===== config.mk =====
export PLATFORM = sky130hd
export DESIGN_NAME = cnn_relu_pool_flat
export DESIGN_NICKNAME = d
export VERILOG_FILES = /design/src/rtl/cnn_relu_pool_if.sv /design/src/rtl/cnn_relu_pool.sv /design/src/flat_wrapper.sv
export SDC_FILE = /design/constraint.sdc
export NUM_CORES = 1
export LEC_CHECK = 0
export CAP_MARGIN = 40
export CORE_ASPECT_RATIO = 0.6
export CORE_MARGIN = 1
export CORE_UTILIZATION = 25
export DETAILED_ROUTE_END_ITERATION = 12
export PLACE_DENSITY = 0.43
export SETUP_SLACK_MARGIN = 0.4
export SLEW_MARGIN = 20
export SYNTH_ARGS = -nofsm -noshare
export SYNTH_HDL_FRONTEND = slang
export SYNTH_SLANG_ARGS = --single-unit
export TNS_END_PERCENT = 20

===== constraint.sdc =====
create_clock -name clock -period 6 [get_ports clock]
set_input_delay 1.2 -clock clock [delete_from_list [all_inputs] [get_ports clock]]
set_output_delay 1.2 -clock clock [all_outputs]
set_load 0.1 [all_outputs]

===== src/rtl/cnn_relu_pool_if.sv =====
// cnn_relu_pool_if: sample stream into, and pooled stream out of, cnn_relu_pool.
// master = upstream conv producer / consumer side, slave = the pooling stage.
interface cnn_relu_pool_if;
  logic        enable;
  logic        conv_valid;
  logic [18:0] convolution;
  logic [7:0]  pool_out;
  logic        pool_valid;
  logic        frame_done;

  modport master (
    output enable, conv_valid, convolution,
    input  pool_out, pool_valid, frame_done
  );

  modport slave (
    input  enable, conv_valid, convolution,
    output pool_out, pool_valid, frame_done
  );
endinterface


===== src/rtl/cnn_relu_pool.sv =====
// cnn_relu_pool: ReLU -> 2x2/stride-2 max pool -> 8-bit requantize on a raster conv stream.
// Optional build macro CNN_POOL_ROUND_EN selects round-half-up instead of truncation.
module cnn_relu_pool #(
  parameter int unsigned MAP_W = 4,
  parameter int unsigned MAP_H = 4,
  parameter int unsigned SHIFT = 4
) (
  input logic           clock,
  input logic           reset,
  cnn_relu_pool_if.slave bus
);

  // Line buffer depth is rounded up to a power of two so the index width matches exactly.
  localparam int unsigned IdxW = (MAP_W > 2) ? $clog2(MAP_W / 2) : 1;
  localparam int unsigned ColW = IdxW + 1;
  localparam int unsigned RowW = (MAP_H > 2) ? $clog2(MAP_H) : 1;
  localparam int unsigned BufD = 2 ** IdxW;

`ifdef CNN_POOL_ROUND_EN
  localparam logic [19:0] Rnd = 20'((SHIFT > 0) ? (1 << (SHIFT - 1)) : 0);
`else
  localparam logic [19:0] Rnd = 20'd0;
`endif

  logic [ColW-1:0] r_col;
  logic [RowW-1:0] r_row;
  logic [17:0]     r_h;
  logic [17:0]     r_buf [BufD];
  logic [7:0]      r_pool_out;
  logic            r_pool_valid;
  logic            r_frame_done;

  logic            w_accept;
  logic            w_col_last;
  logic            w_row_last;
  logic            w_fire;
  logic [IdxW-1:0] w_idx;
  logic [17:0]     w_relu;
  logic [17:0]     w_p;
  logic [17:0]     w_m;
  logic [19:0]     w_sum;
  logic [19:0]     w_shifted;
  logic [7:0]      w_q;

  assign w_accept   = bus.enable & bus.conv_valid;
  assign w_col_last = (r_col == ColW'(MAP_W - 1));
  assign w_row_last = (r_row == RowW'(MAP_H - 1));
  assign w_idx      = r_col[ColW-1:1];
  // Bottom-right sample of a 2x2 window: odd row, odd column.
  assign w_fire     = w_accept & r_col[0] & r_row[0];

  assign w_relu    = bus.convolution[18] ? 18'd0 : bus.convolution[17:0];
  assign w_p       = (r_h > w_relu) ? r_h : w_relu;
  assign w_m       = (r_buf[w_idx] > w_p) ? r_buf[w_idx] : w_p;
  assign w_sum     = {2'b00, w_m} + Rnd;
  assign w_shifted = w_sum >> SHIFT;
  assign w_q       = (|w_shifted[19:8]) ? 8'hFF : w_shifted[7:0];

  // Raster position counters; wrap straight into the next frame with no idle cycle.
  always_ff @(posedge clock or negedge reset) begin
    if (!reset) begin
      r_col <= '0;
      r_row <= '0;
    end else if (w_accept) begin
      if (w_col_last) begin
        r_col <= '0;
        r_row <= w_row_last ? '0 : r_row + 1'b1;
      end else begin
        r_col <= r_col + 1'b1;
      end
    end
  end

  // Horizontal pair register and line buffer of even-row pair maxima.
  always_ff @(posedge clock or negedge reset) begin
    if (!reset) begin
      r_h <= '0;
      for (int i = 0; i < int'(BufD); i++) begin
        r_buf[i] <= '0;
      end
    end else if (w_accept) begin
      if (!r_col[0]) begin
        r_h <= w_relu;
      end else if (!r_row[0]) begin
        r_buf[w_idx] <= w_p;
      end
    end
  end

  // Registered outputs; pulses last one cycle, pool_out holds between pulses.
  always_ff @(posedge clock or negedge reset) begin
    if (!reset) begin
      r_pool_out   <= '0;
      r_pool_valid <= 1'b0;
      r_frame_done <= 1'b0;
    end else begin
      r_pool_valid <= w_fire;
      r_frame_done <= w_fire & w_col_last & w_row_last;
      if (w_fire) begin
        r_pool_out <= w_q;
      end
    end
  end

  assign bus.pool_out   = r_pool_out;
  assign bus.pool_valid = r_pool_valid;
  assign bus.frame_done = r_frame_done;

endmodule

===== src/flat_wrapper.sv =====
// flat-port wrapper written by rule: the top's interface ports become plain ports
module cnn_relu_pool_flat 
#(
  parameter int unsigned MAP_W = 4,
  parameter int unsigned MAP_H = 4,
  parameter int unsigned SHIFT = 4
)
  (clock, reset, bus_enable, bus_conv_valid, bus_convolution, bus_pool_out, bus_pool_valid, bus_frame_done);
  cnn_relu_pool_if bus_i ();
  input logic clock;
  input logic reset;
  input wire logic [$bits(bus_i.enable)-1:0] bus_enable;
  input wire logic [$bits(bus_i.conv_valid)-1:0] bus_conv_valid;
  input wire logic [$bits(bus_i.convolution)-1:0] bus_convolution;
  output wire logic [$bits(bus_i.pool_out)-1:0] bus_pool_out;
  output wire logic [$bits(bus_i.pool_valid)-1:0] bus_pool_valid;
  output wire logic [$bits(bus_i.frame_done)-1:0] bus_frame_done;
  assign bus_i.enable = bus_enable;
  assign bus_i.conv_valid = bus_conv_valid;
  assign bus_i.convolution = bus_convolution;
  assign bus_pool_out = bus_i.pool_out;
  assign bus_pool_valid = bus_i.pool_valid;
  assign bus_frame_done = bus_i.frame_done;
  cnn_relu_pool #(.MAP_W(MAP_W), .MAP_H(MAP_H), .SHIFT(SHIFT)) u_core (.clock(clock), .reset(reset), .bus(bus_i));
endmodule

==> flow_summary.toml <==
[status]
outcome = "complete, no violations"

[timing]
layout_min_cycle_time_ns = 5.36
layout_worst_path_cycle_share = 0.893
fmax_mhz = 187
rsz0062_at_grt = "no"
fin_skew_ns = 0.00587
drv_slew = 0
tns_ns = 0
slew_headroom = 0.555
hold_viol_final = 0
setup_viol = 0
tightest_slew_ns = 0.668

[route]
drt_first_iter_violations = 269
vias = 3970
drc = 0
drt_wl_total_mm = 13.4
via_per_inst = 5.03
dr.pass1.iters = 4
wl_per_cell_microns = 16.9
antenna_left = 0

[clock_tree]
clockBufferDepth = 2
htreeDepth = 3
cts_inserted_buffers = 9
clock_sinks = 68
cts_hold_buf = 0
clock_latency_ns = 0.33
clkSlewWorstSetupHoldPaths_ns = 0.06
root_buffer = "clkbuf_16"
cts_tree = "done"

[power]
power.internal_w = 0.00190
p_clk_frac = 0.190
p_leak_nw = 2.50
power.density_nw_per_um2 = 582
pwr-share-comb = 0.570
ir_drop_v = 0.000579
pwr-share-seq = 0.239
switchingPower_w = 0.00147
switching_share = 0.436

[synth]
seq_area_frac_synth = 0.375
syn_nets = 568
synthCells = 507
yosysUniqueCellTypes = 47
synthesis.area_sq_um = 4530
ys_warn_count = 0
syn_avg_cell_area_sq_um = 8.94
ys_ff_latch = 68

[grt]
grt_pass1_wl_mm = 21.9
track_usage = 0.153
grt_overflow = 0
grt_max_degree = 39
grt_pass1_vias = 3874
grt_antenna_before_repair = 0

[setup_path]
worstPathArrival_ns = 5.56
endpoint_kind = "register"
crit_path_start_kind = "input port"
cpMaxStageDelayCell = "or3_1"
crit_required_ns = 6.20
crit_type = "input port to register"
critPathMaxStageDelay_ns = 0.45
path_cells = "clkdlybuf4s50_1 > buf_4 > nand2b_1 > ha_1 > nand4_1 > or3_1 > or4_4 > buf_4 > a21oi_1 > a21oi_2 > ha_1 > nand4_1 > nor2_2 > o31ai_1 > a31o_2 > and3_2 > a211oi_1 > o21ai_1"
cp_max_fo = 18

[floorplan]
core_sq_um = 17500
fp.dieW_microns = 176
start_util = 0.260
die_y_microns = 106
die-area_sq_um = 18700
ios = 33
row_count = 37

[layout]
fill_cells = 1769
nets = 612
multi_input_area_sq_um = 2700
drive_gt1_frac = 0.178
regArea_sq_um = 1700
final_cells = 790
diodes = 0
fin_area_sq_um = 5790
syn_to_final_growth_pct = 27.7

[hold_path]
hp-class = "register to register"

[placed_design]
dp_cells = 771
dp_hpwl_mm = 9.87
globalplace.congestion = 0.852
postPlaceCellArea_sq_um = 5330
portBuffers = 32

[run]
max_cap_violations = 0
-- cells in the final DEF (no fill, tap or decap), types with 9 or more instances in the layout --
cell / Yosys / layout
buf_4: 0 / 18
nor2_1: 32 / 31
nand2b_1: 19 / 19
nor4_1: 9 / 9
ha_1: 38 / 38
o21ai_1: 9 / 9
a21oi_2: 9 / 9
clkbuf_16: 0 / 9
clkdlybuf4s50_1: 0 / 31
inv_1: 14 / 14
dfrtp_1: 68 / 68
nand2_1: 65 / 64
a211oi_1: 10 / 10
buf_8: 0 / 11
nand3_1: 12 / 12
o21ai_0: 39 / 39
mux2_2: 20 / 20
a21oi_1: 46 / 46
-- state kept, by name, summed over array words and instances (netlist names) --
name	count
u_core.bus.frame_done	1
u_core.bus.pool_out	8
u_core.bus.pool_valid	1
u_core.r_buf	36
u_core.r_col	2
u_core.r_h	18
u_core.r_row	2
-- synthesized netlist by cell type, drive strengths merged --
library cell,instances,area share
o311a,8,0.018
a21boi,1,0.0017
a2111oi,1,0.0061
nand4,9,0.014
mux2i,2,0.0052
o21bai,1,0.0025
a221oi,8,0.015
a31o,1,0.0019
o31a,1,0.0039
a31oi,1,0.0014
nand3,12,0.013
nor2,32,0.027
and2,9,0.012
nand2b,19,0.026
o21ai,49,0.055
or3,2,0.0028
o32a,8,0.018
nor2b,3,0.0041
or2,2,0.0028
buf,9,0.010
a21bo,1,0.0022
o32ai,1,0.0019
nand2,65,0.054
nand4b,8,0.015
o31ai,1,0.0017
or4,2,0.0041
nor3,5,0.0077
and4,1,0.0019
a21oi,55,0.068
a21o,5,0.0083
inv,14,0.012
dfrtp,68,0.38
clkbuf,23,0.019
a211oi,10,0.017
and3,3,0.0041
nor4,9,0.012
mux2,20,0.050
ha,38,0.10
-- critical path, delay by kind of cell --
| family | cells | cell delay (ns) |
|---|---|---|
| compound gates | 6 | 1.08 |
| fa+ha+maj | 2 | 0.62 |
| buf+inv | 3 | 0.77 |
| simple gates | 7 | 1.86 |
-- stage by stage --
stage	hold slack (ns)	worst slack, ns	power [W]	utilization
CTS	0.479	0.412	0.00328	0.326
floorplan	0.444	0.836	0.00203	-
finish	0.478	0.643	0.00337	0.331
global route	0.489	0.407	0.00362	0.331
detailed placement	0.466	0.0730	0.00261	0.306
global placement	0.459	0.0975	0.00249	0.295
-- layer usage --
| layer | part of all wire | routed length [microns] | GRT usage | up-vias |
|---|---|---|---|---|
| met5 | 0 | 0 | 0 | - |
| met4 | 0.0063 | 84 | 0.0298 | 0 |
| met3 | 0.039 | 523 | 0.0315 | 10 |
| met2 | 0.38 | 5150 | 0.206 | 105 |
| met1 | 0.57 | 7630 | 0.243 | 1906 |
| li1 | - | - | - | 1949 |
-- power groups by stage --
stage	Clock (W)	Sequential (W)	Combinational, W
after detailed placement	0	0.000811	0.00180
final	0.000641	0.000807	0.00192
after global placement	0	0.000820	0.00167
after CTS	0.000664	0.000806	0.00181
after global routing	0.000683	0.000832	0.00210
after floorplan	0	0.000953	0.00108
-- final timing paths --
kind                       slack (ns)  cells after the start           startpoint                endpoint
max reg2reg                      1.91                     15        u_core.r_h[6]  u_core.bus.pool_out[4]
max                              0.64                     18  bus_convolution[18]  u_core.bus.pool_out[4]
min reg2reg                      0.48                      2      u_core.r_buf[4]         u_core.r_buf[4]
min in group asynchronous        0.89                      2                reset          u_core.r_h[14]
min                              0.48                      2      u_core.r_buf[4]         u_core.r_buf[4]
max in group asynchronous        4.54                      3                reset  u_core.bus.pool_out[5]
-- kinds of logic after synthesis --
kind of cell | after synthesis | synth area share
simple gates | 181 | 0.202
fa+ha+maj | 38 | 0.105
compound gates | 152 | 0.222
flops | 68 | 0.375
buf+inv | 46 | 0.0411
mux | 22 | 0.0549
-- layout make-up --
| class | count | share of cell area |
|---|---|---|
| multi-input cells | 393 | 0.467 |
| well taps | 234 | 0.0506 |
| repair buffers | 65 | 0.117 |
| clock buffers | 11 | 0.0437 |
| flip-flops and latches | 68 | 0.294 |
| clock inverters | 5 | 0.0186 |
| inverters | 14 | 0.00908 |
-- what timing repair did --
item	in CTS	in global routing
endpoints found under the hold margin	0	0
gates resized for setup	0	11
setup endpoints to repair	0	8
buffers inserted	0	2
Power figures use the tool's default switching activity.
